[config.mk]
export PLATFORM = sky130hd
export DESIGN_NAME = cnn_accel_csr
export DESIGN_NICKNAME = d
export VERILOG_FILES = /design/src/rtl/cnn_accel_csr.sv
export SDC_FILE = /design/constraint.sdc
export NUM_CORES = 1
export LEC_CHECK = 0
export BUFFER_PORTS_ARGS = -buffer_cell sky130_fd_sc_hd__buf_2
export CORE_MARGIN = 2
export CORE_UTILIZATION = 59
export CTS_BUF_LIST = sky130_fd_sc_hd__clkbuf_4 sky130_fd_sc_hd__clkbuf_8 sky130_fd_sc_hd__clkbuf_16
export DETAILED_ROUTE_END_ITERATION = 10
export PLACE_DENSITY = 0.9
export REMOVE_ABC_BUFFERS = 1
export SYNTH_ARGS = -nofsm -noshare
export SYNTH_HDL_FRONTEND = slang
export SYNTH_SLANG_ARGS = --single-unit
[constraint.sdc]
create_clock -name clk -period 6.8 [get_ports clk]
set_clock_uncertainty 0.15 [all_clocks]
set_input_delay 0.68 -clock clk [delete_from_list [all_inputs] [get_ports clk]]
set_output_delay 0.68 -clock clk [all_outputs]
set_load 0.03 [all_outputs]
[src/rtl/cnn_accel_csr.sv]
// MMIO control/status block for the CNN accelerator. It holds the job configuration,
// runs the start/run/done handshake with the engine, and owns the watchdog and the interrupt.
//
// state | meaning
// ------+-----------------------------------------------------------
// IDLE  | no job in flight; START launches a job
// RUN   | engine busy; leaves on eng_done, watchdog expiry or SOFT_RST
module cnn_accel_csr #(
   parameter logic [31:0] VERSION = 32'h0001_0000,
   parameter int unsigned TIMEOUT = 1_000_000
) (
   input  logic        clk,
   input  logic        reset,
   input  logic        mmio_write_en,
   input  logic        mmio_read_en,
   input  logic [31:0] mmio_addr,
   input  logic [31:0] mmio_wdata,
   output logic [31:0] mmio_rdata,
   output logic        intr,
   output logic        eng_start,
   output logic        eng_abort,
   input  logic        eng_done,
   output logic [31:0] cfg_src_addr,
   output logic [31:0] cfg_dst_addr,
   output logic [31:0] cfg_wgt_addr,
   output logic [31:0] cfg_dims
);

   localparam logic [31:0] TMO      = 32'(TIMEOUT);
   localparam logic [31:0] TMO_LOAD = TMO - 32'd1;

   typedef enum logic {IDLE = 1'b0, RUN = 1'b1} state_t;

   state_t      state, state_nxt;
   logic [5:0]  idx;
   logic        wr_ctrl, wr_status;
   logic        start_wr, soft_rst;
   logic [2:0]  w1c;
   logic        irq_en;
   logic        st_done, st_err_start, st_err_tmo;
   logic [31:0] cycles;
   logic [31:0] wd_cnt;
   logic        tmo_hit;
   logic        start_go, abort_go;
   logic        set_done, set_err_start, set_err_tmo;
   logic [31:0] rd_mux;
   logic        unused_addr_bits;

   assign unused_addr_bits = ^{mmio_addr[31:8], mmio_addr[1:0]};

   assign idx       = mmio_addr[7:2];
   assign wr_ctrl   = mmio_write_en && (idx == 6'd0);
   assign wr_status = mmio_write_en && (idx == 6'd1);
   assign start_wr  = wr_ctrl && mmio_wdata[0];
   assign soft_rst  = wr_ctrl && mmio_wdata[2];
   assign w1c       = wr_status ? mmio_wdata[3:1] : 3'b000;

   // Watchdog is a down-counter loaded at launch; terminal count at zero is the timeout cycle.
   assign tmo_hit = (TMO != 32'd0) && (wd_cnt == 32'd0);

   always_ff @(posedge clk or negedge reset) begin
      if (!reset) state <= IDLE;
      else        state <= state_nxt;
   end

   always_comb begin
      state_nxt = state;
      case (state)
         IDLE: if (start_wr) state_nxt = RUN;
         RUN:  if (eng_done || tmo_hit) state_nxt = IDLE;
         default: state_nxt = IDLE;
      endcase
      if (soft_rst) state_nxt = IDLE;
   end

   // SOFT_RST outranks everything else written in the same cycle.
   always_comb begin
      start_go      = 1'b0;
      set_done      = 1'b0;
      set_err_start = 1'b0;
      set_err_tmo   = 1'b0;
      abort_go      = 1'b0;
      if (state == IDLE) begin
         start_go = start_wr && !soft_rst;
      end else begin
         set_done      = eng_done && !soft_rst;
         set_err_start = start_wr && !soft_rst;
         set_err_tmo   = tmo_hit && !eng_done && !soft_rst;
         abort_go      = set_err_tmo || soft_rst;
      end
   end

   always_comb begin
      rd_mux = 32'd0;
      case (idx)
         6'd0: rd_mux = {30'd0, irq_en, 1'b0};
         6'd1: rd_mux = {28'd0, st_err_tmo, st_err_start, st_done, (state == RUN)};
         6'd2: rd_mux = cfg_src_addr;
         6'd3: rd_mux = cfg_dst_addr;
         6'd4: rd_mux = cfg_wgt_addr;
         6'd5: rd_mux = cfg_dims;
         6'd6: rd_mux = cycles;
         6'd7: rd_mux = VERSION;
         default: rd_mux = 32'd0;
      endcase
   end

   always_ff @(posedge clk or negedge reset) begin
      if (!reset) begin
         mmio_rdata   <= 32'd0;
         intr         <= 1'b0;
         eng_start    <= 1'b0;
         eng_abort    <= 1'b0;
         cfg_src_addr <= 32'd0;
         cfg_dst_addr <= 32'd0;
         cfg_wgt_addr <= 32'd0;
         cfg_dims     <= 32'd0;
         irq_en       <= 1'b0;
         st_done      <= 1'b0;
         st_err_start <= 1'b0;
         st_err_tmo   <= 1'b0;
         cycles       <= 32'd0;
         wd_cnt       <= 32'd0;
      end else begin
         eng_start <= start_go;
         eng_abort <= abort_go;
         intr      <= irq_en && (st_done || st_err_start || st_err_tmo);

         if (mmio_read_en) mmio_rdata <= rd_mux;

         if (wr_ctrl) irq_en <= mmio_wdata[1];
         if (mmio_write_en && idx == 6'd2) cfg_src_addr <= mmio_wdata;
         if (mmio_write_en && idx == 6'd3) cfg_dst_addr <= mmio_wdata;
         if (mmio_write_en && idx == 6'd4) cfg_wgt_addr <= mmio_wdata;
         if (mmio_write_en && idx == 6'd5) cfg_dims     <= mmio_wdata;

         if (soft_rst) begin
            st_done      <= 1'b0;
            st_err_start <= 1'b0;
            st_err_tmo   <= 1'b0;
         end else begin
            st_done      <= set_done      || (st_done      && !w1c[0]);
            st_err_start <= set_err_start || (st_err_start && !w1c[1]);
            st_err_tmo   <= set_err_tmo   || (st_err_tmo   && !w1c[2]);
         end

         if (soft_rst || start_go)                         cycles <= 32'd0;
         else if (state == RUN && cycles != 32'hFFFF_FFFF) cycles <= cycles + 32'd1;

         if (start_go)                          wd_cnt <= TMO_LOAD;
         else if (state == RUN && wd_cnt != 0)  wd_cnt <= wd_cnt - 32'd1;
      end
   end

endmodule
==> impl_metrics.yaml <==
status:
  status: "complete, no violations"
worst_setup_path:
  cp_slowest_stage_delay_ns: 0.88
  end_kind: "register"
  worstSetupPathType: "primary input to register"
  crit_arrival_ns: 3.89
  cp_slowest_cell: "nand2_2"
  worstPathCellList: "buf_2 > or4b_2 > nor2_4 > nand2_2 > mux2_2"
  required_ns: 7.03
  worstPathMaxFanout: 32
  start_kind: "primary input"
pwr:
  internal_power_mw: 2.56
  switchingPower_mw: 1.11
  clockPowerShare_pct: 36.8
  swShare_pct: 30.4
  ir_drop_v: 0.000238
  leakage_nw: 6.16
  p_seq_share_pct: 46.3
  power.density_nw_per_um2: 291
  combPwrFrac_pct: 16.9
timing:
  post-route-min-period_ns: 3.66
  layout_setup_ws_ns: 3.14
  rsz0062_at_grt: "no"
  max_freq_mhz: 274
  setup_tns_ns: 0
  period_share_pct: 53.8
  worst_slew_pin_slew_ns: 1.31
  finalHoldViolations: 0
  slew_violations: 0
  maxSlewHeadroom_pct: 12.2
  setup_violations: 0
synth:
  yosys_warnings: 0
  ys_seq_elements: 232
  synth_seq_area_share_pct: 54.6
  syn_inst: 901
  async_flop_share_pct: 100
  synth_edf_count: 0
  synth_ff_type: "dfrtp_1"
  syn_avg_cell_area_um2: 11.8
  mappedNetlistArea_um2: 10600
  ys_types: 60
flow_run:
  maxCapViolations: 0
placed_design:
  dpl_worst_slack_ns: 2.63
  gp_congestion: 0.824
  io_buffers: 205
  dpl_cell_area_um2: 11800
  hpwl_um: 18000
global_routing:
  grt_pass1_vias: 8574
  grt_util_all_layers_pct: 29.8
  overflow: 0
  grt_max_degree: 98
  grt_pass1_wl_um: 46700
  antenna_found_initial: 0
detailed_routing:
  drc_errors: 0
  drt-initial-drc-count: 823
  vias: 8804
  wire_per_inst_um: 21.9
  routed_wl_um: 29000
  drtPass1Iterations: 6
  vias_per_cell: 6.63
  ant_nets: 0
die:
  die_x_um: 138
  core_area_um2: 17800
  die_y_um: 138
  io_pins: 232
  num_rows: 49
  die_area_um2: 19100
  start_util_pct: 59.6
clock_tree:
  clk_latency_ns: 0.51
  htreeDepth: 1
  clkSlewWorstSetupHoldPaths_ns: 0.06
  cts.path.max_buffers: 3
  cts_resized: 0
  numCtsBuffers: 24
  cts_sinks: 232
  cts_tree: "done"
  ctsHoldBuffers: 0
  clockRootBuffer: "clkbuf_16"
  cts_setup_buffers: 0
layout:
  layout-drive-gt1-share_pct: 37.7
  fill_cells: 1195
  diodes: 0
  fin_util_pct: 70.7
  areaGrowthSynthToFinish_pct: 18.7
  fin_area_um2: 12600
  num-nets-final: 1151
worst_hold_path:
  hold_path_class: "primary input to async pin"
-- critical path: cells and delay by family --
| kind | cells | cell delay (ns) |
|---|---|---|
| simple gates | 3 | 2.52 |
| mux | 1 | 0.57 |
| buf+inv | 1 | 0.11 |
-- Yosys cell counts, types with 8 or more instances --
cell | n | area (µm²)
or4_1 | 20 | 150
inv_1 | 11 | 41.3
dfrtp_1 | 232 | 5810
mux2i_1 | 11 | 110
buf_1 | 14 | 52.6
a31oi_1 | 8 | 50.1
nand3_1 | 24 | 120
and4_1 | 9 | 78.8
nor3_1 | 10 | 50.1
nor2_1 | 29 | 109
o31ai_1 | 19 | 143
nand4_1 | 10 | 62.6
a21oi_1 | 62 | 310
a21o_1 | 30 | 225
and3_1 | 11 | 68.8
mux2_2 | 130 | 1460
o21ai_0 | 24 | 120
or3_1 | 22 | 138
a22oi_1 | 37 | 278
nand2_1 | 38 | 143
clkbuf_1 | 40 | 150
a222oi_1 | 26 | 260
-- registers in the layout (all words and copies together) (netlist names), 32 cells and up --
name / flops
cfg_dims: 32
cfg_dst_addr: 32
cfg_src_addr: 32
cfg_wgt_addr: 32
cycles: 32
mmio_rdata: 32
wd_cnt: 32
-- cells in the final DEF (no fill, tap or decap), drive strengths merged, types with 7 or more instances in the layout --
cell type,count
or3,25
mux2,130
and4,9
nor4,7
nand4,10
nor3,10
o21ai,25
a22oi,37
o31ai,19
a21oi,62
a21o,30
mux2i,11
or4,25
a222oi,26
nor2,29
a31oi,8
clkbuf,34
nand2,38
inv,11
and3,12
nand3,24
buf,212
dfrtp,232
-- cells by family (layout without fill, tap and decap cells) --
group	count (synthesis)	in the layout	share of synthesized area [%]
buffers and inverters	70	267	2.71
adder cells (fa/ha/maj)	2	2	0.235
AND/OR/NAND/NOR	217	217	11.9
XOR/XNOR	5	5	0.412
flip-flops	232	232	54.6
AO/OA/AOI/OAI	234	234	15.3
multiplexers	141	141	14.8
-- per-layer routing --
metal	wire, µm	track usage, %	part of all wire, %
met1	11900	41.4	41
met2	13800	48.4	47
met3	2760	6.27	9.5
met4	610	7.84	2.1
met5	0	0	0
-- through the flow --
stage / std cells / power (mW) / hold WS (ns)
4_1_cts: 1327 / 3.68 / 0.0607
6_report: 1327 / 3.67 / 0.0181
3_3_place_gp: 1283 / 2.30 / 0.306
2_1_floorplan: 842 / 2.07 / 0.234
3_5_place_dp: 1283 / 2.33 / 0.314
5_1_grt: 1327 / 3.80 / 0.0816
-- cell type report --
cell class                 instances  area [µm²]  share of cell area, %
sequential                       232        5810                   46.0
multi-input combinational        599        4570                   36.3
timing repair buffer             212        1090                   8.63
clock buffer                      34         712                   5.64
tap                              229         287                   2.27
clock inverter                    10         109                  0.863
inverter                          11        41.3                  0.327
-- worst paths after layout --
| check | startpoint | endpoint | slack [ns] | cells after the start |
|---|---|---|---|---|
| setup / recovery | mmio_addr[5] | cfg_dims[14]$_DFFE_PN0P_ | 3.14 | 5 |
| hold / removal | reset | cfg_dst_addr[27]$_DFFE_PN0P_ | 0.02 | 1 |
| setup reg to reg | state$_DFF_PN0_ | cycles[1]$_DFFE_PN0P_ | 3.50 | 6 |
| hold reg to reg | mmio_rdata[11]$_DFFE_PN0P_ | mmio_rdata[11]$_DFFE_PN0P_ | 0.32 | 1 |
| max in group asynchronous | reset | wd_cnt[14]$_DFFE_PN0P_ | 4.98 | 2 |
| min in group clk | eng_done | state$_DFF_PN0_ | 0.28 | 2 |
-- power by group through the flow --
stage | clock network [mW] | registers [mW] | logic, mW
finish | 1.35 | 1.70 | 0.622
global route | 1.42 | 1.72 | 0.664
CTS | 1.36 | 1.69 | 0.625
detailed placement | 0 | 1.71 | 0.618
global placement | 0 | 1.70 | 0.599
floorplan | 0 | 1.88 | 0.198
Note: power is estimated with default switching activity, not from simulation.
